### src/rtl/ps2_host_ctrl_if.sv
// Command/status handshake between the PS/2 host controller and the keyboard decode logic.
interface ps2_host_ctrl_if;
    logic       tx_valid;
    logic [7:0] tx_data;
    logic       tx_ready;
    logic       tx_done;
    logic       tx_err;
    logic       rx_valid;
    logic [7:0] rx_data;
    logic       rx_err;
    logic       busy;

    modport master (
        output tx_valid, tx_data,
        input  tx_ready, tx_done, tx_err, rx_valid, rx_data, rx_err, busy
    );

    modport slave (
        input  tx_valid, tx_data,
        output tx_ready, tx_done, tx_err, rx_valid, rx_data, rx_err, busy
    );
endinterface

### src/rtl/ps2_host_ctrl.sv
// PS/2 host controller: receives device frames and sends host commands over the shared
// open-drain clock/data pair, pulling lines low through the OE outputs only.
module ps2_host_ctrl #(
    parameter int INHIBIT_CYCLES = 100,
    parameter int TIMEOUT_CYCLES = 2000
) (
    input  logic clk,
    input  logic reset,
    input  logic ps2_clk_i,
    input  logic ps2_dat_i,
    output logic ps2_clk_oe,
    output logic ps2_dat_oe,
    ps2_host_ctrl_if.slave host
);
    localparam int CNT_MAX = (INHIBIT_CYCLES > TIMEOUT_CYCLES) ? INHIBIT_CYCLES : TIMEOUT_CYCLES;
    localparam int CNT_W   = $clog2(CNT_MAX + 1);
    localparam logic [CNT_W-1:0] INH_LAST = CNT_W'(INHIBIT_CYCLES - 1);
    localparam logic [CNT_W-1:0] TMO_LAST = CNT_W'(TIMEOUT_CYCLES - 1);
    localparam logic [CNT_W-1:0] CNT_FULL = CNT_W'(CNT_MAX);

    typedef enum logic [2:0] {IDLE, RX, INHIBIT, TX, ACK, WAITIDLE} state_t;
    state_t state, state_nxt;

    logic             clk_p0, clk_p1, clk_p2, dat_p0, dat_p1;
    logic             fe, lines_idle, in_frame, timeout;
    logic             start_rx, grant_tx, rx_shift, tx_shift;
    logic [CNT_W-1:0] cnt;
    logic [3:0]       bcnt;
    logic [8:0]       tx_sh;
    logic [8:0]       rx_sh;
    logic             rx_start, tx_dat_oe;
    logic             rx_valid_q, rx_err_q, tx_done_q, tx_err_q;
    logic [7:0]       rx_data_q;

    function automatic logic odd_par(input logic [7:0] d);
        return ~^d;
    endfunction

    // rx_sh holds {parity, data}; a good frame has an odd count of ones across both
    function automatic logic frame_ok(input logic [8:0] sh, input logic stop, input logic start);
        return (^sh) & stop & ~start;
    endfunction

    // Stage p0/p1: two-flop synchronizers, p2: previous synced clock for edge detect
    always_ff @(posedge clk) begin
        if (reset) begin
            clk_p0 <= 1'b1;
            clk_p1 <= 1'b1;
            clk_p2 <= 1'b1;
            dat_p0 <= 1'b1;
            dat_p1 <= 1'b1;
        end else begin
            clk_p0 <= ps2_clk_i;
            clk_p1 <= clk_p0;
            clk_p2 <= clk_p1;
            dat_p0 <= ps2_dat_i;
            dat_p1 <= dat_p0;
        end
    end

    assign fe         = clk_p2 & ~clk_p1;
    assign lines_idle = clk_p1 & dat_p1;
    assign in_frame   = state inside {RX, TX, ACK};
    assign timeout    = in_frame && !fe && (cnt == TMO_LAST);
    assign start_rx   = (state == IDLE) && fe && !dat_p1;
    assign grant_tx   = (state == IDLE) && !fe && host.tx_valid && lines_idle;
    assign rx_shift   = (state == RX) && fe && (bcnt != 4'd10);
    assign tx_shift   = (state == TX) && fe && (bcnt != 4'd9);

    always_ff @(posedge clk) begin
        if (reset) state <= IDLE;
        else       state <= state_nxt;
    end

    always_comb begin
        state_nxt = state;
        case (state)
            IDLE:     if (start_rx) state_nxt = RX;
                      else if (grant_tx) state_nxt = INHIBIT;
            RX:       if (timeout) state_nxt = WAITIDLE;
                      else if (fe && bcnt == 4'd10) state_nxt = IDLE;
            INHIBIT:  if (cnt == INH_LAST) state_nxt = TX;
            TX:       if (timeout) state_nxt = WAITIDLE;
                      else if (fe && bcnt == 4'd9) state_nxt = ACK;
            ACK:      if (timeout || fe) state_nxt = WAITIDLE;
            WAITIDLE: if (lines_idle) state_nxt = IDLE;
            default:  state_nxt = IDLE;
        endcase
    end

    always_comb begin
        ps2_clk_oe    = 1'b0;
        ps2_dat_oe    = 1'b0;
        host.tx_ready = 1'b0;
        host.busy     = (state != IDLE);
        case (state)
            IDLE:    host.tx_ready = grant_tx;
            INHIBIT: begin
                ps2_clk_oe = 1'b1;
                ps2_dat_oe = (cnt == INH_LAST);
            end
            TX:      ps2_dat_oe = tx_dat_oe;
            default: ;
        endcase
    end

    // Control: timers, bit counter, drive level and status pulses
    always_ff @(posedge clk) begin
        if (reset) begin
            cnt        <= '0;
            bcnt       <= '0;
            rx_start   <= 1'b1;
            tx_dat_oe  <= 1'b0;
            rx_valid_q <= 1'b0;
            rx_err_q   <= 1'b0;
            tx_done_q  <= 1'b0;
            tx_err_q   <= 1'b0;
            rx_data_q  <= '0;
        end else begin
            rx_valid_q <= 1'b0;
            rx_err_q   <= 1'b0;
            tx_done_q  <= 1'b0;
            tx_err_q   <= 1'b0;

            // Inhibit timing shares this counter, so clock edges only clear it mid-frame
            if ((state_nxt != state) || (fe && in_frame)) cnt <= '0;
            else if (cnt != CNT_FULL)                     cnt <= cnt + 1'b1;

            case (state)
                IDLE: if (start_rx) begin
                    bcnt     <= 4'd1;
                    rx_start <= dat_p1;
                end
                RX: if (timeout) begin
                    rx_err_q <= 1'b1;
                end else if (fe) begin
                    if (bcnt == 4'd10) begin
                        if (frame_ok(rx_sh, dat_p1, rx_start)) begin
                            rx_valid_q <= 1'b1;
                            rx_data_q  <= rx_sh[7:0];
                        end else begin
                            rx_err_q <= 1'b1;
                        end
                    end else begin
                        bcnt <= bcnt + 4'd1;
                    end
                end
                INHIBIT: if (cnt == INH_LAST) begin
                    tx_dat_oe <= 1'b1;
                    bcnt      <= '0;
                end
                TX: if (timeout) begin
                    tx_err_q <= 1'b1;
                end else if (tx_shift) begin
                    tx_dat_oe <= ~tx_sh[0];
                    bcnt      <= bcnt + 4'd1;
                end else if (fe) begin
                    tx_dat_oe <= 1'b0;
                end
                ACK: if (timeout || (fe && dat_p1)) tx_err_q <= 1'b1;
                     else if (fe)                   tx_done_q <= 1'b1;
                default: ;
            endcase
        end
    end

    // Data: receive and transmit shift registers
    always_ff @(posedge clk) begin
        if (grant_tx)      tx_sh <= {odd_par(host.tx_data), host.tx_data};
        else if (tx_shift) tx_sh <= {1'b1, tx_sh[8:1]};
        if (rx_shift)      rx_sh <= {dat_p1, rx_sh[8:1]};
    end

    assign host.rx_valid = rx_valid_q;
    assign host.rx_err   = rx_err_q;
    assign host.tx_done  = tx_done_q;
    assign host.tx_err   = tx_err_q;
    assign host.rx_data  = rx_data_q;
endmodule

### src/flat_wrapper.sv
// flat-port wrapper written by rule: the top's interface ports become plain ports
module ps2_host_ctrl_flat 
#(
    parameter int INHIBIT_CYCLES = 100,
    parameter int TIMEOUT_CYCLES = 2000
)
  (clk, reset, ps2_clk_i, ps2_dat_i, ps2_clk_oe, ps2_dat_oe, host_tx_valid, host_tx_data, host_tx_ready, host_tx_done, host_tx_err, host_rx_valid, host_rx_data, host_rx_err, host_busy);
  ps2_host_ctrl_if host_i ();
  input  logic clk;
  input  logic reset;
  input  logic ps2_clk_i;
  input  logic ps2_dat_i;
  output logic ps2_clk_oe;
  output logic ps2_dat_oe;
  input wire logic [$bits(host_i.tx_valid)-1:0] host_tx_valid;
  input wire logic [$bits(host_i.tx_data)-1:0] host_tx_data;
  output wire logic [$bits(host_i.tx_ready)-1:0] host_tx_ready;
  output wire logic [$bits(host_i.tx_done)-1:0] host_tx_done;
  output wire logic [$bits(host_i.tx_err)-1:0] host_tx_err;
  output wire logic [$bits(host_i.rx_valid)-1:0] host_rx_valid;
  output wire logic [$bits(host_i.rx_data)-1:0] host_rx_data;
  output wire logic [$bits(host_i.rx_err)-1:0] host_rx_err;
  output wire logic [$bits(host_i.busy)-1:0] host_busy;
  assign host_i.tx_valid = host_tx_valid;
  assign host_i.tx_data = host_tx_data;
  assign host_tx_ready = host_i.tx_ready;
  assign host_tx_done = host_i.tx_done;
  assign host_tx_err = host_i.tx_err;
  assign host_rx_valid = host_i.rx_valid;
  assign host_rx_data = host_i.rx_data;
  assign host_rx_err = host_i.rx_err;
  assign host_busy = host_i.busy;
  ps2_host_ctrl #(.INHIBIT_CYCLES(INHIBIT_CYCLES), .TIMEOUT_CYCLES(TIMEOUT_CYCLES)) u_core (.clk(clk), .reset(reset), .ps2_clk_i(ps2_clk_i), .ps2_dat_i(ps2_dat_i), .ps2_clk_oe(ps2_clk_oe), .ps2_dat_oe(ps2_dat_oe), .host(host_i));
endmodule
### config.mk
export PLATFORM = sky130hd
export DESIGN_NAME = ps2_host_ctrl_flat
export DESIGN_NICKNAME = d
export VERILOG_FILES = /design/src/rtl/ps2_host_ctrl_if.sv /design/src/rtl/ps2_host_ctrl.sv /design/src/flat_wrapper.sv
export SDC_FILE = /design/constraint.sdc
export NUM_CORES = 1
export LEC_CHECK = 0
export ABC_AREA = 1
export ABC_CLOCK_PERIOD_IN_PS = 4300
export CORE_MARGIN = 10
export CORE_UTILIZATION = 40
export CTS_CLUSTER_DIAMETER = 150
export DETAILED_ROUTE_END_ITERATION = 10
export SYNTH_ARGS = -nofsm -noshare
export SYNTH_HDL_FRONTEND = slang
export SYNTH_SLANG_ARGS = --single-unit
### constraint.sdc
create_clock -name clk -period 4.3 [get_ports clk]
set_input_delay 0.645 -clock clk [delete_from_list [all_inputs] [get_ports clk]]
set_output_delay 0.645 -clock clk [all_outputs]
set_load 0.1 [all_outputs]
# Yosys cells after proc, flatten, opt, wreduce, memory -nomap -nowiden
# Index checks and enable logic that the tools add are counted.
dict set report totals {
  register_bits 55
  inputBits 13
  output_inout_bits 16
  word_cells 125
}
dict set report op_classes {
  add_sub_neg 2
  n_eq_ne 21
  n_mux 37
  bitwise 12
  n_reduce_logical 36
}
# op n
set ops {}
lappend ops {{2-to-1 mux 4 bit} 7}
lappend ops {{2-to-1 mux 3 bit} 9}
lappend ops {{2-to-1 mux 9 bit} 2}
lappend ops {{case mux 3 bit (6 select lines)} 1}
lappend ops {{case mux 4 bit (4 select lines)} 1}
lappend ops {{logical AND 1 bit} 15}
lappend ops {{2-to-1 mux 1 bit} 14}
lappend ops {{adder 11 x 1 -> 11 bit, second input constant} 1}
lappend ops {{== test 11 bit, second input constant} 1}
lappend ops {{== test 11 x 7 -> 1 bit, second input constant} 1}
lappend ops {{!= test 11 bit, second input constant} 1}
lappend ops {{XOR reduction 9 bit} 1}
lappend ops {{== test 4 bit, second input constant} 2}
lappend ops {{!= test 2 x 1 -> 1 bit, second input constant} 4}
lappend ops {{!= test 4 bit, second input constant} 2}
lappend ops {{NOT 1 bit} 8}
lappend ops {{AND reduction 8 bit} 1}
lappend ops {{XNOR reduction 8 bit} 1}
lappend ops {{== test 3 x 2 -> 1 bit, second input constant} 2}
lappend ops {{== test 3 bit, second input constant} 2}
lappend ops {{!= test 2 bit, second input constant} 3}
lappend ops {{case mux 1 bit (2 select lines)} 3}
lappend ops {{nonzero test 3 bit} 2}
lappend ops {{AND reduction 5 bit} 1}
lappend ops {{15 further kinds} 23}

# Longest topological paths before layout
# Gate-level depths: netlist of run 1.
dict set report depth {
  ltp_word 12
  ltp_mapped 13
  ltp_nobuf 12
}

# Worst setup path before layout of run 1
# No wires, ideal clock.
dict set report synth_path {
  kind {register -> output}
  from {register u_core.state[1]}
  to {output ps2_dat_oe}
  arrival_time_ns 3.655
  required_time_ns 3.655
  path_slack_ns 0.000
  path_stages_with_launch 5
  cell_sequence {dfxtp_1 inv_1 nor3_1 nand2_1 nand2_1}
}
dict set report synth_between {
  elab_chain_cells 2
  elab_cells_between_ends 3
}
# element line_no
set synth_lines {}
lappend synth_lines {{start: declaration} ps2_host_ctrl.sv:22} ;# state_t state, state_nxt;
lappend synth_lines {{start signal: assignment} ps2_host_ctrl.sv:72} ;# else state <= state_nxt;
lappend synth_lines {{== test 3 x 2 -> 1 bit} ps2_host_ctrl.sv:96} ;# case (state)
lappend synth_lines {{case mux 1 bit (2 select lines) (*)} ps2_host_ctrl.sv:96}
lappend synth_lines {{end: declaration} flat_wrapper.sv:14} ;# output logic ps2_dat_oe;
# Mark *: on every way between the ends. The rest lies on a longest branch, timed or not.

# Worst setup path in the final report of run 1
# Ends and elaborated chain as after synthesis.

==> results_dict.tcl, run 1 <==
set metrics [dict create \
    ys_types 33 \
    path_clk_slew_ns 0.11 \
    multi_input_area_um2 1350 \
    cts_resized 0 \
    cts.sinks 55 \
    crit_fanout 4 \
    slew_headroom_pct 33.8 \
    timing.reg2reg.setup_slack_ns 2.21 \
    area_delta_synth_final_pct 15.7 \
    yosys.area.top_type "dfxtp_1" \
    grt_max_degree 20 \
    power_leakage_nw 1.37 \
    synthTopCellsByCount "nand2_1, inv_1, nor2_1" \
    met3_usage_pct 3.26 \
    setup_viol 0 \
    fillers 696 \
    path_buf_inv 2 \
    clk_latency_ns 0.32 \
    grt.met1_usage_pct 14.4 \
    path_cells "inv_1, nor3_1, nand2_1, nand2_1, clkdlybuf4s50_1" \
    rows 30 \
    synth_warnings 0 \
    cts-root-buf "clkbuf_8" \
    max_stage_delay_ns 1.14 \
    nets 398 \
    met2_usage_pct 16.7 \
    routed_wl_mm 5.79 \
    synth_enable_flop_cells 18 \
    switching_share_pct 27.3 \
    vdd_ir_drop_max_uv 141 \
    busiest_layer "met2" \
    drt_iter0_markers 125 \
    num_antenna_cells 0 \
    antenna_found_initial 0 \
    synthArstFlopShare_pct 0 \
    clkPwrFrac_pct 30.8 \
    grt_usage_pct 10.9 \
    pwr-share-comb_pct 11.8 \
    rsz0062_at_grt "no" \
    ant_nets 0 \
    p_per_area_nw_per_um2 297 \
    cp.required_ns 3.65 \
    gp_congestion 0.834 \
    yosysMostFrequentCell "nand2_1" \
    die_w_um 105 \
    crit_top_cell "nand2_1" \
    syn_avg_cell_area_um2 8.15 \
    hold_viol_final 0 \
    timing.fmax_mhz 312 \
    seq_area_frac_synth_pct 44.8 \
    crit_slowest_cell "clkdlybuf4s50_1" \
    p_sw_w 0.000268 \
    tightest_slew_ns 0.989 \
    drc_errors 0 \
    synth_area_um2 2860 \
    register_area_um2 1280 \
    worstSetupPathType "reg2out" \
    critPathTopFamily "buffers and inverters" \
    critPathLaunchType "flop" \
    outcome "completed" \
    min_period_over_period_pct 74.5 \
    utilization_pct 48.1 \
    endpoint_kind "output pin" \
    final.min_clock_period_ns 3.20 \
    post_cts_buffers 0 \
    skew_ns 0.0111 \
    drv_slew 0 \
    min_path_type "reg2reg" \
    cts_buffers 5 \
    wl_per_cell_um 12.1 \
    cts_buffer_depth 2 \
    route.vias.total 2219 \
    grt-ovfl-total 0 \
    synth.ff_latch_count 55 \
    grt_pass1_vias 2166 \
    drive_gt1_share_pct 12.3 \
    maxCapViolCount 0 \
    arrival_ns 2.56 \
    die_y_um 105 \
    dp_hpwl_mm 4.41 \
    cts_tree "yes" \
    dr.pass1.iters 5 \
    yosys-top-cells-area "dfxtp_1, edfxtp_1, nand2_1" \
    route.detailed.vias_per_inst 4.65 \
    io_buffer_count 28 \
    htreeDepth 2 \
    start_util_pct 41.6 \
    power_frac_seq_pct 57.4 \
    coreArea_um2 6870 \
    intPower_w 0.000714 \
    fin_tns_setup_ns 0 \
    synth_top_area_share_pct 25.9 \
    cts_hold_buf 0 \
    grt_pass1_wl_mm 10.2 \
    synth_nets 369 \
    ys.flop_type "dfxtp_1" \
    ios 29 \
    dieArea_um2 10900 \
    synthCells 351 \
]
## path summary, 6_finish.rpt
check	start	endpoint	cells after the start
min reg2reg	u_core.dat_p0	u_core.dat_p1	1
max	u_core.state[1]	ps2_dat_oe	5
max reg2reg	u_core.state[2]	u_core.cnt[10]	10
min	u_core.dat_p0	u_core.dat_p1	1
## worst register-to-register path: stages (launching register included)
cell     delay (ns)
dfxtp_1        0.49
inv_2          0.14
nand3_2        0.15
nand3_2        0.13
nand3_4        0.12
nand2_1        0.09
a21oi_2        0.18
nand2_1        0.07
nand2_1        0.05
nand2_1        0.33
nor3_1         0.24
## cells by family (layout without fill, tap and decap cells)
| kind of cell | Yosys count | in the layout | synth area share, % |
|---|---|---|---|
| simple gates | 189 | 189 | 32.7 |
| buf+inv | 55 | 85 | 8.05 |
| fa+ha+maj | 5 | 5 | 2.19 |
| xor+xnor | 25 | 25 | 7.66 |
| compound gates | 22 | 22 | 4.55 |
| flops | 55 | 55 | 44.8 |
## state kept, by name, indices dropped and copies added, names as in the netlist, 3 cells and up
| name | cells |
|---|---|
| u_core.bcnt | 4 |
| u_core.cnt | 11 |
| u_core.host.rx_data | 8 |
| u_core.rx_sh | 9 |
| u_core.state | 3 |
| u_core.tx_sh | 9 |
## power groups by stage
stage / sequential, W / clock (W) / combinational, W
after floorplan: 0.000573 / 0 / 0.0000858
after global placement: 0.000575 / 0 / 0.000115
after detailed placement: 0.000575 / 0 / 0.000117
after CTS: 0.000564 / 0.000318 / 0.000118
after global routing: 0.000566 / 0.000337 / 0.000130
final: 0.000563 / 0.000302 / 0.000116
## cells in the final DEF (no fill, tap or decap), drive strengths merged
master / count
or2: 5
nor3: 15
buf: 1
clkdlybuf4s50: 27
nand2: 95
a211oi: 1
ha: 5
a221oi: 1
o221ai: 1
o21ai: 8
nand4: 10
o211ai: 1
nor3b: 1
nor2: 45
clkbuf: 5
clkinvlp: 1
edfxtp: 18
a21oi: 10
xnor2: 9
dfxtp: 37
nand3: 18
clkinv: 1
xor2: 16
inv: 50
## metrics by stage
step	power (W)	hold WS (ns)	setup WS, ns	instances	area [um2]
6_report	0.000982	0.424	1.10	477	3310
5_1_grt	0.00103	0.449	0.936	477	3310
4_1_cts	0.000999	0.426	1.07	477	3310
3_5_place_dp	0.000692	0.401	1.44	469	3210
3_3_place_gp	0.000690	0.391	1.51	469	3210
2_1_floorplan	0.000658	0.389	0.000216	351	2860
## cell type report
class                           count  area share (%)
Multi-Input combinational cell    241            40.7
Sequential cell                    55            38.7
Timing Repair Buffer               28            8.40
Inverter                           49            5.56
Tap cell                           96            3.63
Clock buffer                        5            2.08
Clock inverter                      3           0.832
## per-layer routing
metal,share of wire (%),wire (um)
met5,0,0
met4,1.3,75
met3,5.5,321
met2,45,2600
met1,48,2790
No activity file was read; power rests on OpenSTA's default activity.
==> run 2: changes to the inputs <==
Settings changed: ABC_CLOCK_PERIOD_IN_PS 4300 to 3100.
Clock period 4.3 ns to 3.1 ns, I/O delays scaled along.
==> results_dict.tcl, run 2 (synthesized netlist as in run 1, its figures left out) <==
set metrics [dict create \
    drt_iter0_markers 146 \
    largest_reg_flops 11 \
    drv_slew 0 \
    route.vias.total 2258 \
    die_y_um 105 \
    grt-ovfl-total 0 \
    clk_latency_ns 0.32 \
    wl_per_cell_um 12.5 \
    cts_buffers 5 \
    min_path_type "reg2reg" \
    ios 29 \
    tightest_slew_ns 0.799 \
    power_leakage_nw 1.41 \
    place_ws_ns 0.721 \
    fin_area_um2 3300 \
    arrival_ns 1.96 \
    setup_viol 0 \
    io_buffer_count 28 \
    regMostFlops "u_core.cnt" \
    hp-start "u_core.dat_p0" \
    crit_fanout 12 \
    num_antenna_cells 0 \
    grt_usage_pct 11.0 \
    dieArea_um2 10900 \
    post_dp_cell_area_um2 3200 \
    min_period_over_period_pct 78.1 \
    p_sw_w 0.000388 \
    critPathLaunchType "flop" \
    nets 399 \
    final_common_cell "nand2_1" \
    routed_wl_mm 5.96 \
    htreeDepth 2 \
    drive_gt1_share_pct 16.8 \
    final.setup.worst_slack_ns 0.678 \
    endpoint_kind "output pin" \
    ant_nets 0 \
    hold_viol_final 0 \
    maxCapViolCount 0 \
    rows 30 \
    rr_worst_depth 6 \
    grt_max_degree 20 \
    worstReg2RegEnd "u_core.cnt[6]" \
    r2r-start "u_core.state[0]" \
    clkPwrFrac_pct 31.4 \
    vdd_ir_drop_max_uv 210 \
    final.min_clock_period_ns 2.42 \
    area_delta_synth_final_pct 15.4 \
    worstSetupPathType "reg2out" \
    cts_resized 0 \
    hold_path_end "u_core.dat_p1" \
    fin_tns_setup_ns 0 \
    cts-root-buf "clkbuf_8" \
    cts.sinks 55 \
    timing.fmax_mhz 413 \
    top_regs "u_core.cnt: 11 flops, u_core.rx_sh: 9 flops, u_core.tx_sh: 9 flops" \
    path_clk_slew_ns 0.11 \
    die_w_um 105 \
    timing.reg2reg.setup_slack_ns 0.94 \
    pwr-share-comb_pct 12.1 \
    final_cell_mix "nand2_1, inv_1, nor2_1" \
    cp.required_ns 2.63 \
    dr.pass1.iters 4 \
    hold_depth 1 \
    skew_ns 0.0103 \
    drc_errors 0 \
    grt_pass1_vias 2160 \
    outcome "completed" \
    cts_buffer_depth 2 \
    start_util_pct 41.6 \
    slew_headroom_pct 46.5 \
    power_frac_seq_pct 56.6 \
    grt_pass1_wl_mm 10.2 \
    p_per_area_nw_per_um2 419 \
    coreArea_um2 6870 \
    switching_share_pct 28.1 \
    cts_tree "yes" \
    antenna_found_initial 0 \
    cts_hold_buf 0 \
    gp_congestion 0.885 \
    rsz0062_at_grt "no" \
    dp_hpwl_mm 4.42 \
    intPower_w 0.000994 \
    utilization_pct 48.1 \
    fillers 693 \
    route.detailed.vias_per_inst 4.72 \
    post_cts_buffers 0 \
]
run 2: changes by cell type in the layout (fill, tap and decap cells not counted), sizes merged:
cell	delta
clkdlybuf4s50	-15
buf	+16
run 2: how the worst max path moves through the flow:
stage,start,to,slack [ns]
floorplan,u_core.state[1],ps2_dat_oe,0.45
global placement,host_tx_valid,u_core.cnt[10],0.80
detailed placement,host_tx_valid,u_core.cnt[2],0.72
CTS,u_core.state[0],host_tx_ready,0.67
global route,u_core.state[0],host_tx_ready,0.51
finish,u_core.state[0],host_tx_ready,0.68
run 2: metal layers:
metal	part of all wire (%)	GRT usage (%)
met4	1.4	3.78
met5	0	0
met2	44	16.9
met3	4.7	2.83
met1	50	14.6
run 2: critical path: stages (launching register included):
cell and delay [ns]:
dfxtp_1 0.44, nor2_2 0.28, nand4_2 0.28, inv_1 0.40
buf_12 0.23
run 2: area by class of cell:
class                           count  area [um2]  area share (%)
Tap cell                           96         120            3.64
Clock inverter                      3        27.5           0.834
Sequential cell                    55        1280            38.8
Multi-Input combinational cell    241        1360            41.2
Inverter                           49         184            5.57
Clock buffer                        5        68.8            2.08
Timing Repair Buffer               29         260            7.88
run 2: through the flow:
stage | total power [W] | instances | hold slack (ns)
finish | 0.00138 | 478 | 0.415
global route | 0.00144 | 478 | 0.427
CTS | 0.00140 | 478 | 0.413
detailed placement | 0.000966 | 470 | 0.394
global placement | 0.000964 | 470 | 0.391
floorplan | 0.000915 | 351 | 0.389
run 2: power groups by stage:
stage / clock [W] / combinational (W) / sequential (W)
2_1_floorplan: 0 / 0.000120 / 0.000794
3_3_place_gp: 0 / 0.000165 / 0.000798
3_5_place_dp: 0 / 0.000168 / 0.000798
4_1_cts: 0.000447 / 0.000169 / 0.000782
5_1_grt: 0.000469 / 0.000185 / 0.000785
6_report: 0.000434 / 0.000167 / 0.000782
==> run 3: changes to the inputs <==
Settings changed: ABC_CLOCK_PERIOD_IN_PS 3100 to 2450.
Clock period 3.1 ns to 2.45 ns, I/O delays scaled along.
==> results_dict.tcl, run 3 (synthesized netlist as in run 1, its figures left out) <==
set metrics [dict create \
    outcome "completed" \
    clk_latency_ns 0.31 \
    slew_headroom_pct 69.3 \
    drv_slew 0 \
    final.min_clock_period_ns 2.06 \
    grt_pass1_vias 2196 \
    route.vias.total 2225 \
    power_w 0.00172 \
    grt_usage_pct 10.9 \
    setup_viol 0 \
    start_util_pct 41.6 \
    drt_iter0_markers 123 \
    post_cts_buffers 0 \
    io_buffer_count 28 \
    ant_nets 0 \
    hold_depth 1 \
    min_path_type "reg2reg" \
    skew_ns 0.00843 \
    wl_per_cell_um 12.1 \
    multi_input_area_um2 1360 \
    die_y_um 105 \
    gp_congestion 0.876 \
    dr.pass1.iters 4 \
    timing.reg2reg.setup_slack_ns 0.39 \
    post_dp_cell_area_um2 3260 \
    cts_tree "yes" \
    cts_buffers 5 \
    crit_slowest_cell "dfxtp_1" \
    hold_viol_final 0 \
    dieArea_um2 10900 \
    dp_hpwl_mm 4.46 \
    drc_errors 0 \
    htreeDepth 2 \
    worstSetupPathType "reg2reg" \
    max_stage_delay_ns 0.43 \
    top_regs "u_core.cnt: 11 flops, u_core.rx_sh: 9 flops, u_core.tx_sh: 9 flops" \
    die_w_um 105 \
    rr_worst_depth 9 \
    critPathLaunchType "flop" \
    critPathTopFamily "simple AND/OR/NAND/NOR gates" \
    path_clk_slew_ns 0.10 \
    coreArea_um2 6870 \
    grt_max_degree 18 \
    cts_buffer_depth 2 \
    path_cells "nor2_2, nand2_1, nand3_2, nand3_4, nand2_2, nand2_2, nand3_2, nand3_2, nor3_1" \
    endpoint_kind "flop" \
    rsz0062_at_grt "no" \
    regMostFlops "u_core.cnt" \
    antenna_found_initial 0 \
    r2r-start "u_core.state[0]" \
    min_period_over_period_pct 83.9 \
    num_antenna_cells 0 \
    hold_path_end "u_core.clk_p1" \
    crit_top_cell "nand3_2" \
    fin_area_um2 3350 \
    fillers 674 \
    cts_resized 0 \
    tightest_slew_ns 0.460 \
    arrival_ns 2.29 \
    final_cell_mix "nand2_1, inv_1, nor2_1" \
    drive_gt1_share_pct 17.8 \
    routed_wl_mm 5.86 \
    crit_fanout 11 \
    fin_tns_setup_ns 0 \
    nets 404 \
    largest_reg_flops 11 \
    maxCapViolCount 0 \
    cts-root-buf "clkbuf_8" \
    route.detailed.vias_per_inst 4.61 \
    hp-start "u_core.clk_p0" \
    rows 30 \
    p_per_area_nw_per_um2 514 \
    timing.fmax_mhz 486 \
    cts_hold_buf 0 \
    grt-ovfl-total 0 \
    area_delta_synth_final_pct 17.0 \
    final_common_cell "nand2_1" \
    vdd_ir_drop_max_uv 266 \
    path_buf_inv 0 \
    register_area_um2 1280 \
    grt_pass1_wl_mm 10.2 \
    cts.sinks 55 \
    critical_path_depth 9 \
    cp.required_ns 2.69 \
    power_leakage_nw 1.43 \
    ios 29 \
    worstReg2RegEnd "u_core.cnt[10]" \
]
[run 3: cell count changes in the layout (fill, tap and decap cells not counted), sizes merged]
cell / change
buf: +5
clkbuf: +1
clkinv: -1
[run 3: layer usage]
layer	vias to the layer above	track usage [%]	wire, um
met4	0	3.28	70
met5	-	0	0
li1	1180	-	-
met3	5	3.01	293
met1	996	14.7	2950
met2	44	16.7	2540
[run 3: final cells by class]
class                           count  share of cell area, %
Clock buffer                        6                   2.17
Clock inverter                      2                  0.486
Inverter                           49                   5.50
Multi-Input combinational cell    241                   40.7
Sequential cell                    55                   38.3
Tap cell                           96                   3.59
Timing Repair Buffer               34                   9.27
[run 3: worst max-delay path by stage]
stage / startpoint / endpoint / slack (ns)
floorplan: u_core.state[1] / ps2_dat_oe / 0.07
global placement: u_core.state[0] / u_core.cnt[10] / 0.45
detailed placement: u_core.state[0] / u_core.cnt[10] / 0.41
CTS: u_core.state[0] / u_core.cnt[3] / 0.40
global route: u_core.state[0] / u_core.cnt[8] / 0.23
finish: u_core.state[0] / u_core.cnt[10] / 0.39
[run 3: per-stage QoR]
step	utilization, %	std cells	hold WS (ns)	worst slack (ns)
2_1_floorplan	-	351	0.389	0.0697
4_1_cts	48.7	483	0.423	0.401
6_report	48.7	483	0.420	0.394
3_5_place_dp	47.4	475	0.398	0.409
5_1_grt	48.7	483	0.433	0.227
3_3_place_gp	47.4	475	0.396	0.454
[run 3: power by group]
group          total [W]  internal, W  switching (W)
registers       0.000989     0.000971      0.0000175
clock network   0.000514     0.000206       0.000308
logic           0.000216    0.0000813       0.000135
total            0.00172      0.00126       0.000461
